==> config.mk <==
export PLATFORM = sky130hd
export DESIGN_NAME = leitor_tabuleiro
export DESIGN_NICKNAME = d
export VERILOG_FILES = /design/src/rtl/leitor_tabuleiro.sv
export SDC_FILE = /design/constraint.sdc
export NUM_CORES = 1
export LEC_CHECK = 0
export CAP_MARGIN = 5
export CORE_UTILIZATION = 55
export CTS_CLUSTER_DIAMETER = 40
export DETAILED_ROUTE_END_ITERATION = 8
export GPL_TIMING_DRIVEN = 0
export PLACE_DENSITY = 0.78
export SYNTH_ARGS = -nofsm -noshare
export SYNTH_HDL_FRONTEND = slang
export SYNTH_SLANG_ARGS = --single-unit
==> constraint.sdc <==
create_clock -name clock -period 12.65 [get_ports clock]
set_clock_uncertainty 0.05 [all_clocks]
set_input_delay 1.8975 -clock clock [delete_from_list [all_inputs] [get_ports clock]]
set_output_delay 1.8975 -clock clock [all_outputs]
set_load 0.01 [all_outputs]
==> src/rtl/leitor_tabuleiro.sv <==
// Reed-switch board scanner: drives one row at a time, debounces full 8x8 scans
// and reports each newly placed piece as a held row/column pair.
module leitor_tabuleiro #(
    parameter int SETTLE   = 4,
    parameter int DEBOUNCE = 3
) (
    input  logic       clock,
    input  logic       reset,
    input  logic [7:0] colunas,
    input  logic       limpa,
    output logic [7:0] linhaSel,
    output logic [3:0] jogadaLinha,
    output logic [3:0] jogadaColuna,
    output logic       temJogada,
    output logic       pronto
);

    localparam int SW = (SETTLE > 1) ? $clog2(SETTLE) : 1;
    localparam int CW = (DEBOUNCE > 1) ? $clog2(DEBOUNCE + 1) : 1;

    typedef enum logic [1:0] {
        ESPERA,
        AMOSTRA,
        COMPARA
    } estado_t;

    estado_t        estado_q;
    logic [2:0]     r_q;
    logic [SW-1:0]  settle_q;
    logic [CW-1:0]  cont_q;
    logic [63:0]    varredura_q;
    logic [63:0]    anterior_q;
    logic [63:0]    estavel_q;
    logic [7:0]     linha_sel_q;
    logic [2:0]     jog_linha_q;
    logic [2:0]     jog_coluna_q;
    logic           tem_jogada_q;
    logic           pronto_q;

    logic [CW-1:0]  cont_d;
    logic [63:0]    novos_d;
    logic [5:0]     k_d;
    logic           livre_d;

    always_comb begin
        if (varredura_q == anterior_q) begin
            if (cont_q == CW'(DEBOUNCE)) begin
                cont_d = cont_q;
            end else begin
                cont_d = cont_q + 1'b1;
            end
        end else begin
            cont_d = CW'(1);
        end

        novos_d = varredura_q & ~estavel_q;

        // Descending walk so the lowest set square wins.
        k_d = 6'd0;
        for (int i = 63; i >= 0; i--) begin
            if (novos_d[i]) begin
                k_d = 6'(i);
            end
        end

        livre_d = !tem_jogada_q || limpa;
    end

    always_ff @(posedge clock or posedge reset) begin
        if (reset) begin
            estado_q     <= ESPERA;
            r_q          <= 3'd0;
            settle_q     <= '0;
            cont_q       <= '0;
            varredura_q  <= 64'd0;
            anterior_q   <= 64'd0;
            estavel_q    <= 64'd0;
            linha_sel_q  <= 8'h01;
            jog_linha_q  <= 3'd0;
            jog_coluna_q <= 3'd0;
            tem_jogada_q <= 1'b0;
            pronto_q     <= 1'b0;
        end else begin
            // An acknowledge clears on any edge; a report issued below overrides it.
            if (limpa) begin
                tem_jogada_q <= 1'b0;
            end

            case (estado_q)
                ESPERA: begin
                    if (settle_q == SW'(SETTLE - 1)) begin
                        settle_q <= '0;
                        estado_q <= AMOSTRA;
                    end else begin
                        settle_q <= settle_q + 1'b1;
                    end
                end

                AMOSTRA: begin
                    varredura_q[{r_q, 3'b000} +: 8] <= colunas;
                    linha_sel_q <= {linha_sel_q[6:0], linha_sel_q[7]};
                    if (r_q == 3'd7) begin
                        r_q      <= 3'd0;
                        estado_q <= COMPARA;
                    end else begin
                        r_q      <= r_q + 3'd1;
                        estado_q <= ESPERA;
                    end
                end

                COMPARA: begin
                    cont_q     <= cont_d;
                    anterior_q <= varredura_q;
                    estado_q   <= ESPERA;
                    if (cont_d == CW'(DEBOUNCE)) begin
                        if (!pronto_q) begin
                            // First stable image is the baseline; nothing on it is reported.
                            estavel_q <= varredura_q;
                            pronto_q  <= 1'b1;
                        end else if (livre_d) begin
                            if (novos_d != 64'd0) begin
                                jog_linha_q  <= k_d[5:3];
                                jog_coluna_q <= k_d[2:0];
                                tem_jogada_q <= 1'b1;
                                estavel_q    <= (estavel_q & varredura_q) | (64'd1 << k_d);
                            end else begin
                                estavel_q <= estavel_q & varredura_q;
                            end
                        end
                    end
                end

                default: begin
                    estado_q <= ESPERA;
                end
            endcase
        end
    end

    assign linhaSel     = linha_sel_q;
    assign jogadaLinha  = {1'b0, jog_linha_q};
    assign jogadaColuna = {1'b0, jog_coluna_q};
    assign temJogada    = tem_jogada_q;
    assign pronto       = pronto_q;

endmodule

==> flow_metrics.py, run 1 <==
metrics = {
    "power": {
        "comb_power_share_pct": 6.0,
        "p_int_mw": 1.363,
        "power_density_nw_per_um2": 144.2,
        "max-vdd-ir-drop_mv": 0.1074,
        "p_sw_uw": 439.5,
        "p_seq_share_pct": 41.3,
        "p_clk_share_pct": 52.7,
        "total_power_mw": 1.802,
        "total_leakage_power_nw": 5.191,
        "swShare_pct": 24.39,
    },
    "floorplanning": {
        "io_pins": 29,
        "die_w_microns": 141.5,
        "num_rows": 50,
        "core_area_sq_um": 18890,
        "die_h_microns": 141.5,
        "initial_core_util_pct": 56.69,
        "die-area_sq_um": 20040,
    },
    "worst_setup_path": {
        "start_kind": "register",
        "crit_family": "simple AND/OR/NAND/NOR gates",
        "worstPathMaxFanout": 10,
        "critical_path.cell_chain": "xnor2_1 > nand4_1 > nor4_1 > and4_1 > nand2_1 > nor2_1 > clkbuf_1 > clkbuf_1 > o22ai_1 > o21ai_0",
        "path_class": "register to register",
        "r2r_start": "varredura_q[56]$_DFFE_PP0P_",
        "cp.buffers_inverters": 2,
        "cp.required_ps": 13050,
        "cp-startpoint": "varredura_q[56]$_DFFE_PP0P_",
        "end_kind": "register",
        "cp_slowest_cell": "nor4_1",
        "crit_path_max_incr_delay_ps": 720,
        "crit_arrival_ps": 4380,
        "crit_top_cell": "clkbuf_1",
    },
    "grt": {
        "grt_max_degree": 118,
        "grt_usage_pct": 31.85,
        "grt_pass1_wl_microns": 47280,
        "grt_pass1_vias": 8185,
        "gr-total-overflow": 0,
        "antenna_found_initial": 2,
    },
    "timing": {
        "min_period_over_period_pct": 31.42,
        "tightest_slew_ps": 1209,
        "fin_tns_setup_ps": 0,
        "max_clock_freq_ghz": 0.2516,
        "setup_violations": 0,
        "slew-limit-headroom_pct": 19.16,
        "rsz0062_at_grt": "no",
        "period_needed_ps": 3975,
        "slew_viol_final": 0,
        "finalHoldViolations": 0,
    },
    "synthesis": {
        "syn_inst": 1030,
        "yosysUniqueCellTypes": 67,
        "synthArstFlopShare_pct": 100.0,
        "ys_seq_area_share_pct": 50.71,
        "synth-seq-cells": 217,
        "synth-main-ff-cell": "dfrtp_1",
        "synth_edf_count": 0,
        "synth_area_sq_um": 10710,
        "yosysWarningCount": 0,
        "synth_area_per_cell_sq_um": 10.40,
    },
    "place": {
        "hpwlAfterDp_microns": 22090,
        "port_buffers": 26,
        "place.gp.congestion": 0.9599,
    },
    "route": {
        "dr.pass1.iters": 5,
        "drc": 0,
        "routedWlPerCell_microns": 22.26,
        "routed_wirelength_microns": 30680,
        "ant_nets": 0,
        "via_count": 8434,
        "drt-initial-drc-count": 557,
        "routed_via_density": 6.120,
    },
    "cts": {
        "cts_tree": "yes",
        "clk_pin_slew_ps": 60,
        "hold_buffers": 0,
        "clkLatencyLatePin_ps": 560,
        "cts_resized": 0,
        "clockRootBuffer": "clkbuf_16",
        "cts_buffer_depth": 3,
        "cts_sinks": 217,
        "postCtsSetupRepairBufs": 0,
        "cts_max_level": 1,
        "numCtsBuffers": 31,
    },
    "layout": {
        "final_nets": 1111,
        "drive_above_1_share_pct": 16.65,
        "areaGrowthSynthToFinish_pct": 16.72,
    },
    "flow_run": {
        "drv_cap": 0,
    },
    "min_path": {
        "hp-class": "register to register",
        "hp-start": "cont_q[0]$_DFFE_PP0P_",
    },
    "run_status": {
        "outcome": "complete, no violations",
    },
}
-- metrics by stage --
stage	worst slack, ps	hold slack (ps)	cells	utilization (%)	area [sq um]
after floorplan	4768	399.5	1031	-	10710
after global placement	2090	416.7	1317	59.81	11300
after detailed placement	8674	427.5	1318	59.99	11330
after CTS	8778	434.2	1376	66.11	12490
after global routing	8538	439.3	1377	66.15	12500
final	8675	432.4	1378	66.17	12500
-- power by group through the flow --
stage / combinational, mW / clock [mW] / sequential [mW]
final: 0.108 / 0.950 / 0.744
after global routing: 0.118 / 0.991 / 0.746
after CTS: 0.108 / 0.956 / 0.743
after detailed placement: 0.107 / 0 / 0.755
after global placement: 0.104 / 0 / 0.754
after floorplan: 0.0719 / 0 / 0.745
-- layer usage --
metal	vias up	global-route usage, %	share of wire (%)
met3	100	5.839	7.4
met2	361	48.43	44
met1	4137	42.59	41
li1	3834	-	-
met5	-	0	0.042
met4	2	19.47	6.8
-- worst paths after layout --
check	to	slack, ps	cells past startpoint
min reg2reg	cont_q[0]$_DFFE_PP0P_	430	1
max	estavel_q[8]$_DFFE_PP0P_	8670	10
min	cont_q[0]$_DFFE_PP0P_	430	1
max in group asynchronous	estavel_q[2]$_DFFE_PP0P_	9670	3
max reg2reg	estavel_q[8]$_DFFE_PP0P_	8670	10
min in group asynchronous	varredura_q[63]$_DFFE_PP0P_	1820	2
-- worst register-to-register path: stages, from the launching register on --
cell,delay (ps)
dfrtp_1,480
xnor2_1,330
nand4_1,380
nor4_1,720
and4_1,380
nand2_1,100
nor2_1,210
clkbuf_1,510
clkbuf_1,450
o22ai_1,150
o21ai_0,110
-- cells in the final DEF, fill, tap and decap left out, types with 4 or more instances in the layout --
cell / n
nand3_1: 10
nor4_1: 14
nor2b_1: 45
inv_6: 7
nand4_1: 23
inv_8: 4
ha_1: 8
clkbuf_16: 31
nor3_1: 14
a21oi_1: 15
nand2_1: 140
nor2_1: 26
o211ai_1: 5
clkbuf_8: 4
clkdlybuf4s50_1: 26
bufinv_16: 6
buf_1: 4
o21ai_2: 10
o21ai_1: 5
a211oi_1: 4
dfrtp_1: 216
mux2_2: 98
o21ai_0: 103
nand2b_1: 37
and2_1: 6
inv_1: 13
xnor2_1: 64
and2b_1: 5
o22ai_1: 58
a31oi_1: 6
clkbuf_1: 33
-- registers in the layout, indices dropped and copies added (netlist names) --
signal / cells
estado_q: 2
pronto: 1
linhaSel: 8
cont_q: 2
temJogada: 1
anterior_q: 64
r_q: 3
varredura_q: 64
jog_linha_q: 3
estavel_q: 64
jog_coluna_q: 3
settle_q: 2
-- synthesized netlist by cell type (all sizes together), types with 5 or more instances --
cell	instances	area, sq um
a2111oi	5	51.30
a21oi	16	83.83
a31oi	6	37.54
and2	7	43.80
and2b	7	56.31
buf	10	77.56
clkbuf	32	120.1
dfrtp	216	5405
ha	8	100.1
inv	14	52.55
mux2	98	1104
nand2	140	525.5
nand2b	37	231.5
nand3	10	50.05
nand4	23	143.9
nor2	26	97.59
nor2b	45	281.5
nor3	15	80.08
nor4	15	100.1
o211ai	5	37.54
o21ai	118	628.1
o22ai	58	362.9
xnor2	64	560.5
-- logic make-up after synthesis --
family	share of synthesized area [%]
AO/OA/AOI/OAI	13.64
XOR/XNOR	5.234
multiplexers	10.30
AND/OR/NAND/NOR	16.80
other	0.03501
buffers and inverters	2.336
flip-flops	50.71
adder cells (fa/ha/maj)	0.9346
-- layout make-up --
cell class	count	area (sq um)
tap	260	325.3
multi-input combinational	758	5032
fill	1464	6392
buffer	42	197.7
clock buffer	36	834.6
sequential	217	5431
timing repair buffer	28	295.3
clock inverter	22	321.6
inverter	14	60.06
antenna	1	2.502
Power figures use the tool's default switching activity.
==> inputs of run 2 (changes only) <==
PLACE_DENSITY = 0.81   (was 0.78)
clock period = 3.5 ns   (was 12.65 ns; I/O delays follow)
==> flow_metrics.py, run 2 (same netlist as run 1, synthesis figures left out) <==
metrics = {
    "floorplanning": {
        "io_pins": 29,
        "die_w_microns": 141.5,
        "num_rows": 50,
        "die_h_microns": 141.5,
        "initial_core_util_pct": 56.69,
        "die-area_sq_um": 20040,
        "core_area_sq_um": 18890,
    },
    "route": {
        "routed_wirelength_microns": 30300,
        "routedWlPerCell_microns": 21.93,
        "routed_via_density": 6.145,
        "ant_nets": 0,
        "drc": 0,
        "dr.pass1.iters": 5,
        "via_count": 8493,
        "drt-initial-drc-count": 601,
    },
    "grt": {
        "grtUsageMet2_pct": 48.95,
        "top_usage_layer": "met2",
        "grt_pass1_vias": 8412,
        "use_met1_pct": 41.72,
        "grt_pass1_wl_microns": 47870,
        "gr-total-overflow": 0,
        "grt_max_degree": 44,
        "grt_usage_pct": 31.94,
        "grtUsageMet3_pct": 7.459,
        "antenna_found_initial": 0,
    },
    "power": {
        "p_sw_mw": 1.526,
        "p_seq_share_pct": 42.5,
        "p_int_mw": 4.801,
        "total_leakage_power_nw": 5.257,
        "power_density_nw_per_um2": 502.8,
        "comb_power_share_pct": 6.4,
        "total_power_mw": 6.327,
        "swShare_pct": 24.12,
        "max-vdd-ir-drop_mv": 0.3700,
        "p_clk_share_pct": 51.1,
    },
    "worst_setup_path": {
        "path_class": "register to register",
        "end_kind": "register",
        "start_kind": "register",
        "crit_family": "compound AO/OA/AOI/OAI gates",
        "cp_slowest_cell": "a2111oi_1",
        "cp.buffers_inverters": 0,
        "cp.required_ps": 3850,
        "crit_path_max_incr_delay_ps": 970,
        "critical_path.cell_chain": "nor2b_1 > a2111oi_1 > o311ai_0 > a31oi_1 > o21ai_1 > and2_1 > nand2_1 > o21ai_0",
        "crit_arrival_ps": 3730,
        "worstPathMaxFanout": 6,
    },
    "place": {
        "place_ws_ps": -163.1,
        "place.gp.congestion": 0.9784,
        "place_area_sq_um": 11400,
        "port_buffers": 26,
        "hpwlAfterDp_microns": 21890,
    },
    "timing": {
        "finalHoldViolations": 0,
        "period_needed_ps": 3381,
        "max_clock_freq_ghz": 0.2958,
        "slew_viol_final": 0,
        "rsz0062_at_grt": "no",
        "fin_ws_ps": 118.9,
        "setup_violations": 0,
        "fin_tns_setup_ps": 0,
        "tightest_slew_ps": 1098,
        "slew-limit-headroom_pct": 26.59,
        "min_period_over_period_pct": 96.60,
    },
    "cts": {
        "clk_pin_slew_ps": 60,
        "clockRootBuffer": "clkbuf_16",
        "hold_buffers": 0,
        "cts_sinks": 217,
        "clkLatencyLatePin_ps": 540,
        "cts_max_level": 1,
        "cts_tree": "yes",
        "cts_buffer_depth": 3,
        "numCtsBuffers": 31,
    },
    "layout": {
        "largestRegisters": "anterior_q: 64 flops, estavel_q: 64 flops, varredura_q: 64 flops",
        "drive_above_1_share_pct": 18.36,
        "final_util_pct": 66.60,
        "num_antenna_cells": 0,
        "fill_cells": 1477,
        "areaGrowthSynthToFinish_pct": 17.49,
        "final_nets": 1117,
        "mostFrequentLayoutCell": "dfrtp_1",
        "multiInputGateArea_sq_um": 5092,
        "layout_common_cells": "dfrtp_1, nand2_1, o21ai_0, mux2_2, xnor2_1",
        "design_area_sq_um": 12580,
        "seq_area_sq_um": 5431,
    },
    "min_path": {
        "hp-class": "input pin to asynchronous set/reset pin",
    },
    "run_status": {
        "outcome": "complete, no violations",
    },
    "flow_run": {
        "drv_cap": 0,
    },
}
[run 2: final timing paths]
check / end / slack [ps] / from / cells after the start
worst max-delay path: estavel_q[63]$_DFFE_PP0P_ / 120 / varredura_q[60]$_DFFE_PP0P_ / 8
worst min-delay path: settle_q[0]$_DFFE_PP0P_ / 330 / reset / 2
worst max register to register: estavel_q[63]$_DFFE_PP0P_ / 120 / varredura_q[60]$_DFFE_PP0P_ / 8
worst min register to register: estavel_q[1]$_DFFE_PP0P_ / 440 / estavel_q[1]$_DFFE_PP0P_ / 1
max in group asynchronous: anterior_q[13]$_DFFE_PP0P_ / 1940 / reset / 5
min in group clock: estavel_q[1]$_DFFE_PP0P_ / 440 / estavel_q[1]$_DFFE_PP0P_ / 1
[run 2: power groups by stage]
stage | registers (mW) | clock network (mW) | logic, mW
after floorplan | 2.69 | 0 | 0.260
after CTS | 2.68 | 3.27 | 0.399
after global routing | 2.70 | 3.37 | 0.444
final | 2.69 | 3.23 | 0.408
after global placement | 2.72 | 0 | 0.372
after detailed placement | 2.73 | 0 | 0.393
[run 2: area by class of cell]
class                           count  area share, %
Buffer                             42          1.641
Tap cell                          260          2.585
Timing Repair Buffer               34          3.043
Multi-Input combinational cell    758          40.47
Sequential cell                   217          43.16
Clock buffer                       35          6.443
Clock inverter                     22          2.207
Inverter                           14         0.4475
[run 2: per-layer routing]
layer | share of wire, % | up-vias
met5 | 0 | -
met4 | 6.6 | 0
met3 | 8.1 | 112
met2 | 44 | 362
met1 | 41 | 4172
li1 | - | 3847
[run 2: timing repair]
item | in CTS | in global routing
pin swaps | 0 | 1
resized for setup | 6 | 15
endpoints found under the setup margin | 54 | 63
setup buffers | 0 | 2
gates cloned | 0 | 0
[run 2: per-stage QoR]
| stage | hold WS [ps] | cells |
|---|---|---|
| after floorplan | 399.5 | 1031 |
| after global placement | 417.2 | 1317 |
| after detailed placement | 427.4 | 1322 |
| after CTS | 325.0 | 1379 |
| after global routing | 384.8 | 1382 |
| final | 326.2 | 1382 |
